==> config.mk <==
export PLATFORM = sky130hd
export DESIGN_NAME = draw_scheduler
export DESIGN_NICKNAME = d
export VERILOG_FILES = /design/src/rtl/draw_scheduler.sv
export SDC_FILE = /design/constraint.sdc
export NUM_CORES = 1
export LEC_CHECK = 0
export CAP_MARGIN = 5
export CORE_ASPECT_RATIO = 1.5
export CORE_MARGIN = 1
export CORE_UTILIZATION = 49
export DETAILED_ROUTE_END_ITERATION = 6
export PLACE_DENSITY = 0.89
export SYNTH_ARGS = -nofsm -noshare
export SYNTH_HDL_FRONTEND = slang
export SYNTH_SLANG_ARGS = --single-unit
==> constraint.sdc <==
create_clock -name clk -period 4.3 [get_ports clk]
set_input_delay 0.86 -clock clk [delete_from_list [all_inputs] [get_ports clk]]
set_output_delay 0.86 -clock clk [all_outputs]
set_load 0.02 [all_outputs]
==> src/rtl/draw_scheduler.sv <==
// Fixed-priority owner of the VGA plot port: serves three rectangle-fill requesters,
// rasterising each granted fill one pixel per clock with screen clipping and a freeze stall.
module draw_scheduler #(
  parameter int SCREEN_W = 160,
  parameter int SCREEN_H = 120,
  parameter int DIM_BITS = 5
) (
  input  logic                  clk,
  input  logic                  reset,
  input  logic [2:0]            req,
  input  logic [23:0]           req_x,
  input  logic [20:0]           req_y,
  input  logic [3*DIM_BITS-1:0] req_w,
  input  logic [3*DIM_BITS-1:0] req_h,
  input  logic [8:0]            req_colour,
  input  logic                  freeze,
  output logic [2:0]            grant,
  output logic [2:0]            done,
  output logic                  busy,
  output logic                  plot,
  output logic [7:0]            vga_x,
  output logic [6:0]            vga_y,
  output logic [2:0]            vga_colour
);

  typedef enum logic [1:0] {S_IDLE, S_LOAD, S_DRAW, S_DONE} state_t;

  localparam logic [DIM_BITS-1:0] DIM_ONE = {{(DIM_BITS-1){1'b0}}, 1'b1};

  state_t              r_state;
  logic [1:0]          r_sel;
  logic [7:0]          r_x0;
  logic [6:0]          r_y0;
  logic [DIM_BITS-1:0] r_w;
  logic [DIM_BITS-1:0] r_h;
  logic [2:0]          r_colour;
  logic [DIM_BITS-1:0] r_cx;
  logic [DIM_BITS-1:0] r_cy;

  logic [1:0]          w_pick;
  logic [2:0]          w_sel_oh;
  logic [7:0]          w_in_x;
  logic [6:0]          w_in_y;
  logic [DIM_BITS-1:0] w_in_w;
  logic [DIM_BITS-1:0] w_in_h;
  logic [2:0]          w_in_c;
  logic [7:0]          w_org_x;
  logic [6:0]          w_org_y;
  logic [DIM_BITS-1:0] w_ncx;
  logic [DIM_BITS-1:0] w_ncy;
  logic                w_cx_end;
  logic                w_last;
  logic [8:0]          w_px;
  logic [7:0]          w_py;
  logic                w_inb;

  // Lowest set request index wins.
  always_comb begin
    // NOTE: every signal gets a default before any branch so no latch can be inferred.
    w_pick = 2'd2;
    if (req[0])      w_pick = 2'd0;
    else if (req[1]) w_pick = 2'd1;
  end

  assign w_sel_oh = 3'b001 << r_sel;

  always_comb begin
    w_in_x = req_x[7:0];
    w_in_y = req_y[6:0];
    w_in_w = req_w[DIM_BITS-1:0];
    w_in_h = req_h[DIM_BITS-1:0];
    w_in_c = req_colour[2:0];
    case (r_sel)
      2'd1: begin
        w_in_x = req_x[15:8];
        w_in_y = req_y[13:7];
        w_in_w = req_w[2*DIM_BITS-1:DIM_BITS];
        w_in_h = req_h[2*DIM_BITS-1:DIM_BITS];
        w_in_c = req_colour[5:3];
      end
      2'd2: begin
        w_in_x = req_x[23:16];
        w_in_y = req_y[20:14];
        w_in_w = req_w[3*DIM_BITS-1:2*DIM_BITS];
        w_in_h = req_h[3*DIM_BITS-1:2*DIM_BITS];
        w_in_c = req_colour[8:6];
      end
      default: ;
    endcase
  end

  // Next pixel to issue: the origin comes straight from the requester in LOAD, from the latch afterwards.
  always_comb begin
    w_cx_end = (r_cx == r_w - DIM_ONE);
    w_last   = w_cx_end && (r_cy == r_h - DIM_ONE);
    w_org_x  = r_x0;
    w_org_y  = r_y0;
    w_ncx    = r_cx + DIM_ONE;
    w_ncy    = r_cy;
    if (r_state == S_LOAD) begin
      w_org_x = w_in_x;
      w_org_y = w_in_y;
      w_ncx   = '0;
      w_ncy   = '0;
    end else if (w_cx_end) begin
      w_ncx = '0;
      w_ncy = r_cy + DIM_ONE;
    end
    w_px  = {1'b0, w_org_x} + 9'(w_ncx);
    w_py  = {1'b0, w_org_y} + 8'(w_ncy);
    w_inb = (w_px < 9'(SCREEN_W)) && (w_py < 8'(SCREEN_H));
  end

  always_ff @(posedge clk) begin
    // NOTE: sequential state uses non-blocking assignments so every register samples pre-edge values.
    if (reset) begin
      r_state    <= S_IDLE;
      r_sel      <= '0;
      r_x0       <= '0;
      r_y0       <= '0;
      r_w        <= '0;
      r_h        <= '0;
      r_colour   <= '0;
      r_cx       <= '0;
      r_cy       <= '0;
      grant      <= '0;
      done       <= '0;
      busy       <= 1'b0;
      plot       <= 1'b0;
      vga_x      <= '0;
      vga_y      <= '0;
      vga_colour <= '0;
    end else begin
      grant <= '0;
      done  <= '0;
      case (r_state)
        S_IDLE: begin
          if (|req) begin
            r_sel   <= w_pick;
            grant   <= 3'b001 << w_pick;
            busy    <= 1'b1;
            r_state <= S_LOAD;
          end
        end
        S_LOAD: begin
          r_x0     <= w_in_x;
          r_y0     <= w_in_y;
          r_w      <= w_in_w;
          r_h      <= w_in_h;
          r_colour <= w_in_c;
          r_cx     <= '0;
          r_cy     <= '0;
          if (w_in_w == '0 || w_in_h == '0) begin
            done    <= w_sel_oh;
            plot    <= 1'b0;
            r_state <= S_DONE;
          end else begin
            vga_x      <= w_px[7:0];
            vga_y      <= w_py[6:0];
            vga_colour <= w_in_c;
            plot       <= w_inb;
            r_state    <= S_DRAW;
          end
        end
        S_DRAW: begin
          if (freeze) begin
            plot <= 1'b0;
          end else if (w_last) begin
            done    <= w_sel_oh;
            plot    <= 1'b0;
            r_state <= S_DONE;
          end else begin
            r_cx       <= w_ncx;
            r_cy       <= w_ncy;
            vga_x      <= w_px[7:0];
            vga_y      <= w_py[6:0];
            vga_colour <= r_colour;
            plot       <= w_inb;
          end
        end
        S_DONE: begin
          busy    <= 1'b0;
          r_state <= S_IDLE;
        end
        default: r_state <= S_IDLE;
      endcase
    end
  end

endmodule

==> impl_metrics.json, run 1 <==
{
  "postLayoutCoreUtil_pct": 67.7,
  "synth_edf_count": 0,
  "crit_path_start_kind": "flip-flop",
  "cts_tree": "done",
  "insertion_delay_ps": 340,
  "min-delay-path-class": "reg -> reg",
  "p_leak_nw": 2.22,
  "synthCells": 493,
  "netlist_area_sq_mm": 0.00420,
  "outcome": "complete, no violations",
  "fp.dieW_microns": 77.6,
  "ys.flop_type": "dfxtp_1",
  "dpl-instance-area_sq_mm": 0.00538,
  "synth_fp_nets": 606,
  "cts_setup_buffers": 0,
  "htree_levels": 3,
  "dpl.cell_count": 693,
  "relSlewSlack_pct": 34.8,
  "wl_mm": 11.6,
  "crit_arrival_ps": 4020,
  "io_buffer_count": 115,
  "clk_pin_slew_worst_paths_ps": 60,
  "clock_path_buffers": 2,
  "hold_viol_final": 0,
  "antenna_found_initial": 0,
  "gp_congestion": 0.850,
  "firstDrtPassIters": 5,
  "grt_pass1_wl_mm": 18.7,
  "vias_per_cell": 5.78,
  "grt-ovfl-total": 0,
  "hpwl_mm": 8.50,
  "grt_max_degree": 54,
  "antenna_cells": 0,
  "post-route-cell-area_sq_mm": 0.00566,
  "max_stage_delay_ps": 470,
  "final_cells": 709,
  "synth_cell_types": 56,
  "fill_cells": 627,
  "end_kind": "flip-flop",
  "vdd_ir_drop_max_v": 0.000290,
  "async_reset_ff_share_pct": 0,
  "final_antenna_net_count": 0,
  "wl_per_cell_microns": 16.4,
  "dr_total_vias": 4101,
  "syn_to_final_growth_pct": 34.7,
  "path_max_fanout": 6,
  "ys_ff_latch": 68,
  "cts_hold_buf": 0,
  "die_area_sq_mm": 0.00896,
  "ios": 116,
  "maxCapViolCount": 0,
  "finClkSkew_ps": 5.14,
  "post-route-period-util_pct": 88.9,
  "crit_type": "reg -> reg",
  "die_h_microns": 115,
  "rows": 41,
  "coreArea_sq_mm": 0.00836,
  "cts_resized": 0,
  "finalSetupTns_ps": 0,
  "worst_slew_pin_slew_ps": 978,
  "synth-seq-area-share_pct": 32.4,
  "p_per_area_mw_per_mm2": 529,
  "drc": 0,
  "rsz0062_at_grt": "false",
  "whs_ps": 491,
  "cts_buffers": 9,
  "synth_warnings": 0,
  "syn_avg_cell_area_sq_um": 8.53,
  "slew_violations": 0,
  "grt_util_all_layers_pct": 26.9,
  "start_util_pct": 50.3,
  "slowest_stage": "a211oi_2",
  "cts_root_buf": "clkbuf_16",
  "first_iter_violations": 220,
  "crit_path_cell_trace": "inv_1, ha_1, nor4bb_1, o211ai_1, a211oi_2, nand4_1, xor2_1, nor2_1, ha_1, o21a_1, o31a_1, or3_1, a211oi_1, o211ai_1, a31oi_1, nor3_1",
  "crit_required_ps": 4500,
  "cts.sinks": 68,
  "fmax_ghz": 0.262,
  "period_needed_ps": 3820,
  "grt_pass1_vias": 4159,
  "layout.nets": 710,
  "drive_gt1_share_pct": 6.81,
  "setup_viol": 0
}
-- cells in the mapped netlist, drive strengths merged (4+ instances only) --
library cell | instances | area [sq um]
nor2 | 82 | 310
dfxtp | 68 | 1360
a22oi | 29 | 236
a21oi | 26 | 141
mux2i | 26 | 260
o21ai | 25 | 129
a211oi | 23 | 203
ha | 21 | 263
inv | 18 | 67.6
nor2b | 17 | 106
buf | 16 | 106
nand2 | 16 | 60.1
xnor2 | 15 | 131
a21o | 14 | 105
clkbuf | 13 | 48.8
xor2 | 12 | 105
nor3 | 7 | 35.0
a22o | 6 | 52.6
o21a | 5 | 37.5
and2 | 4 | 25.0
and3 | 4 | 25.0
or3 | 4 | 25.0
-- final timing paths --
path	cells after the start	slack [ps]	end	from
max reg2reg	16	480	plot	r_w[0]
min reg2reg	1	490	r_sel[0]	r_sel[0]
max	16	480	plot	r_w[0]
min	1	490	r_sel[0]	r_sel[0]
-- metal layers --
metal	track usage [%]	part of all wire, %	vias to the layer above
met5	0	0	-
met4	14.7	3.3	0
met3	4.96	6.1	31
met2	52.9	55	146
met1	26.2	36	1949
li1	-	-	1975
-- final cells by class --
| class | instances | area [sq um] | share of cell area (%) |
|---|---|---|---|
| clock buffer | 10 | 239 | 4.22 |
| clock inverter | 6 | 40.0 | 0.707 |
| inverter | 18 | 67.6 | 1.19 |
| multi-input combinational | 378 | 2620 | 46.3 |
| sequential | 68 | 1360 | 24.0 |
| tap | 107 | 134 | 2.36 |
| timing repair buffer | 122 | 1200 | 21.2 |
-- layout by cell type, fill, tap and decap left out, types with 15 or more instances in the layout --
cell type | synthesis | routed
nor2_1 | 81 | 81
clkdlybuf4s50_1 | 0 | 114
o21ai_0 | 20 | 20
mux2i_1 | 26 | 26
a22oi_1 | 27 | 27
a211oi_1 | 17 | 17
xnor2_1 | 15 | 15
a21oi_1 | 25 | 25
nand2_1 | 16 | 16
inv_1 | 18 | 18
nor2b_1 | 17 | 17
dfxtp_1 | 68 | 68
ha_1 | 21 | 20
-- worst max-delay path: cells and delay by family (launching register included) --
kind | cells | cell delay, ps
AOI/OAI and AO/OA | 7 | 1520
buffers and inverters | 1 | 70
adders and majority gates | 2 | 520
DFF | 1 | 340
xor gates and xnor gates | 1 | 190
and+or+nand+nor | 5 | 1030
-- kinds of logic (layout without fill, tap and decap cells) --
| kind of cell | count (synthesis) | after routing | synth area share, % |
|---|---|---|---|
| simple gates | 154 | 154 | 17.7 |
| flops | 68 | 68 | 32.4 |
| buf+inv | 47 | 156 | 5.30 |
| fa+ha+maj | 23 | 23 | 7.20 |
| mux | 26 | 26 | 6.19 |
| compound gates | 148 | 148 | 25.6 |
| xor+xnor | 27 | 27 | 5.63 |
-- flip-flops by register name (all words and copies together), names as in the netlist --
register	cells
r_x0	8
vga_x	8
r_y0	7
vga_y	7
r_cx	5
r_cy	5
r_h	5
r_w	5
done	3
grant	3
r_colour	3
vga_colour	3
r_sel	2
r_state	2
busy	1
plot	1
-- where the power goes --
| group | switching, W | internal, W |
|---|---|---|
| clock | 0.000279 | 0.000403 |
| sequential | 0.0000897 | 0.000775 |
| combinational | 0.000811 | 0.000641 |
| total | 0.00118 | 0.00182 |
-- metrics by stage --
step,power (W),setup WS [ps]
finish,0.00300,477
global route,0.00318,187
CTS,0.00299,576
detailed placement,0.00230,586
global placement,0.00224,684
floorplan,0.00189,779
(Power assumes the default switching activity.)
==> run 2, diff against run 1 <==
Settings changed: PLACE_DENSITY 0.89 to 0.92, SETUP_SLACK_MARGIN set to 0.05.
==> impl_metrics.json, run 2 (synthesized netlist as in run 1, its figures left out) <==
{
  "period_needed_ps": 3940,
  "grt-ovfl-total": 0,
  "dr_total_vias": 4070,
  "min-delay-path-class": "reg -> reg",
  "p_per_area_mw_per_mm2": 536,
  "power_frac_clock_pct": 24.4,
  "grtUsageMet2_pct": 49.7,
  "firstDrtPassIters": 4,
  "finalSetupTns_ps": 0,
  "use_met1_pct": 27.3,
  "grt.busiest_layer": "met2",
  "syn_to_final_growth_pct": 35.6,
  "layout.nets": 710,
  "wl_per_cell_microns": 16.0,
  "finalWorstSetupSlack_ps": 364,
  "antenna_cells": 0,
  "gp_congestion": 0.866,
  "clock_path_buffers": 2,
  "ios": 116,
  "final_common_cell": "clkdlybuf4s50_1",
  "clk_pin_slew_worst_paths_ps": 50,
  "cts_buffers": 9,
  "vdd_ir_drop_max_v": 0.000389,
  "grt_pass1_vias": 4133,
  "start_util_pct": 50.3,
  "max_stage_delay_ps": 520,
  "grt_pass1_wl_mm": 18.6,
  "grt_util_all_layers_pct": 26.6,
  "end_kind": "flip-flop",
  "coreArea_sq_mm": 0.00836,
  "setup_viol": 0,
  "final_antenna_net_count": 0,
  "drive_gt1_share_pct": 6.48,
  "hpwl_mm": 8.40,
  "first_iter_violations": 200,
  "cts_root_buf": "clkbuf_16",
  "grt_max_degree": 43,
  "dp_slack_ps": 533,
  "cts_hold_buf": 0,
  "maxCapViolCount": 0,
  "antenna_found_initial": 0,
  "htree_levels": 3,
  "grtUsageMet3_pct": 6.93,
  "fp.dieW_microns": 77.6,
  "cts_setup_buffers": 0,
  "final_cell_mix": "clkdlybuf4s50_1, nor2_1, dfxtp_1, a22oi_1, mux2i_1",
  "drc": 0,
  "slowest_stage": "a211oi_2",
  "worstPathBufferInverterCount": 1,
  "crit_required_ps": 4510,
  "vias_per_cell": 5.74,
  "post-route-period-util_pct": 91.5,
  "cts.sinks": 68,
  "die_area_sq_mm": 0.00896,
  "switching_share_pct": 37.8,
  "power.internal_w": 0.00190,
  "fmax_ghz": 0.254,
  "seqPwrFrac_pct": 28.1,
  "wl_mm": 11.3,
  "power.net_switching_w": 0.00115,
  "crit_arrival_ps": 4150,
  "hold_viol_final": 0,
  "reg_top3": "r_x0: 8 flops, vga_x: 8 flops",
  "insertion_delay_ps": 340,
  "p_leak_nw": 2.24,
  "comb_power_share_pct": 47.4,
  "outcome": "complete, no violations",
  "path_max_fanout": 6,
  "rows": 41,
  "io_buffer_count": 115,
  "crit_path_start_kind": "flip-flop",
  "worst_slew_pin_slew_ps": 897,
  "relSlewSlack_pct": 40.2,
  "cts_tree": "done",
  "crit_path_cell_trace": "inv_1, ha_1, nor4bb_1, o211ai_1, a211oi_2, nand2_1, xor2_1, nor2_1, ha_1, nor2b_1, o31a_1, or3_1, a211oi_1, o211ai_1, a31oi_1, nor3_1",
  "rsz0062_at_grt": "false",
  "cts_resized": 0,
  "crit_family": "compound AO/OA/AOI/OAI gates",
  "finClkSkew_ps": 8.45,
  "die_h_microns": 115,
  "crit_type": "reg -> reg",
  "slew_violations": 0
}
## run 2: cell types whose count changed in the layout (fill, tap and decap cells not counted), sizes merged
cell,change
bufinv,+1
clkinvlp,-2
clkinv,-2
clkbuf,+3
## run 2: power groups by stage
| stage | Combinational (W) | Sequential, W | Clock (W) |
|---|---|---|---|
| 3_3_place_gp | 0.00138 | 0.000865 | 0 |
| 6_report | 0.00145 | 0.000860 | 0.000747 |
| 2_1_floorplan | 0.000967 | 0.000922 | 0 |
| 5_1_grt | 0.00160 | 0.000872 | 0.000782 |
| 3_5_place_dp | 0.00143 | 0.000872 | 0 |
| 4_1_cts | 0.00145 | 0.000859 | 0.000751 |
## run 2: final cells by class
class	instances	area [sq um]
fill	626	2660
multi-input combinational	378	2620
sequential	68	1360
timing repair buffer	122	1210
clock buffer	13	260
tap	107	134
inverter	18	67.6
clock inverter	3	45.0
## run 2: metal layers
metal  vias to the layer above  wire, microns  part of all wire, %
li1                       1971              -                    -
met1                      1931           4260                   38
met2                       140           6120                   54
met3                        28            661                  5.8
met4                         0            297                  2.6
met5                         -              0                    0
## run 2: worst paths after layout
check	slack (ps)	endpoint	depth (start not counted)	startpoint
max	360	plot	16	r_w[0]
min reg2reg	490	r_sel[0]	1	r_sel[0]
min	490	r_sel[0]	1	r_sel[0]
max reg2reg	360	plot	16	r_w[0]
## run 2: metrics by stage
stage	instance area [sq um]	power, W	hold WS [ps]	instances	utilization [%]
3_5_place_dp	5400	0.00230	477	693	64.5
4_1_cts	5700	0.00306	489	709	68.2
6_report	5700	0.00306	488	709	68.2
5_1_grt	5700	0.00325	503	709	68.2
2_1_floorplan	4200	0.00189	453	493	-
3_3_place_gp	5400	0.00224	468	693	64.5
==> run 3, diff against run 2 <==
Settings changed: CTS_CLUSTER_SIZE set to 16, SLEW_MARGIN set to 25.
==> results of run 3 <==
Final layout, timing and power as in run 2 (identical DEF).
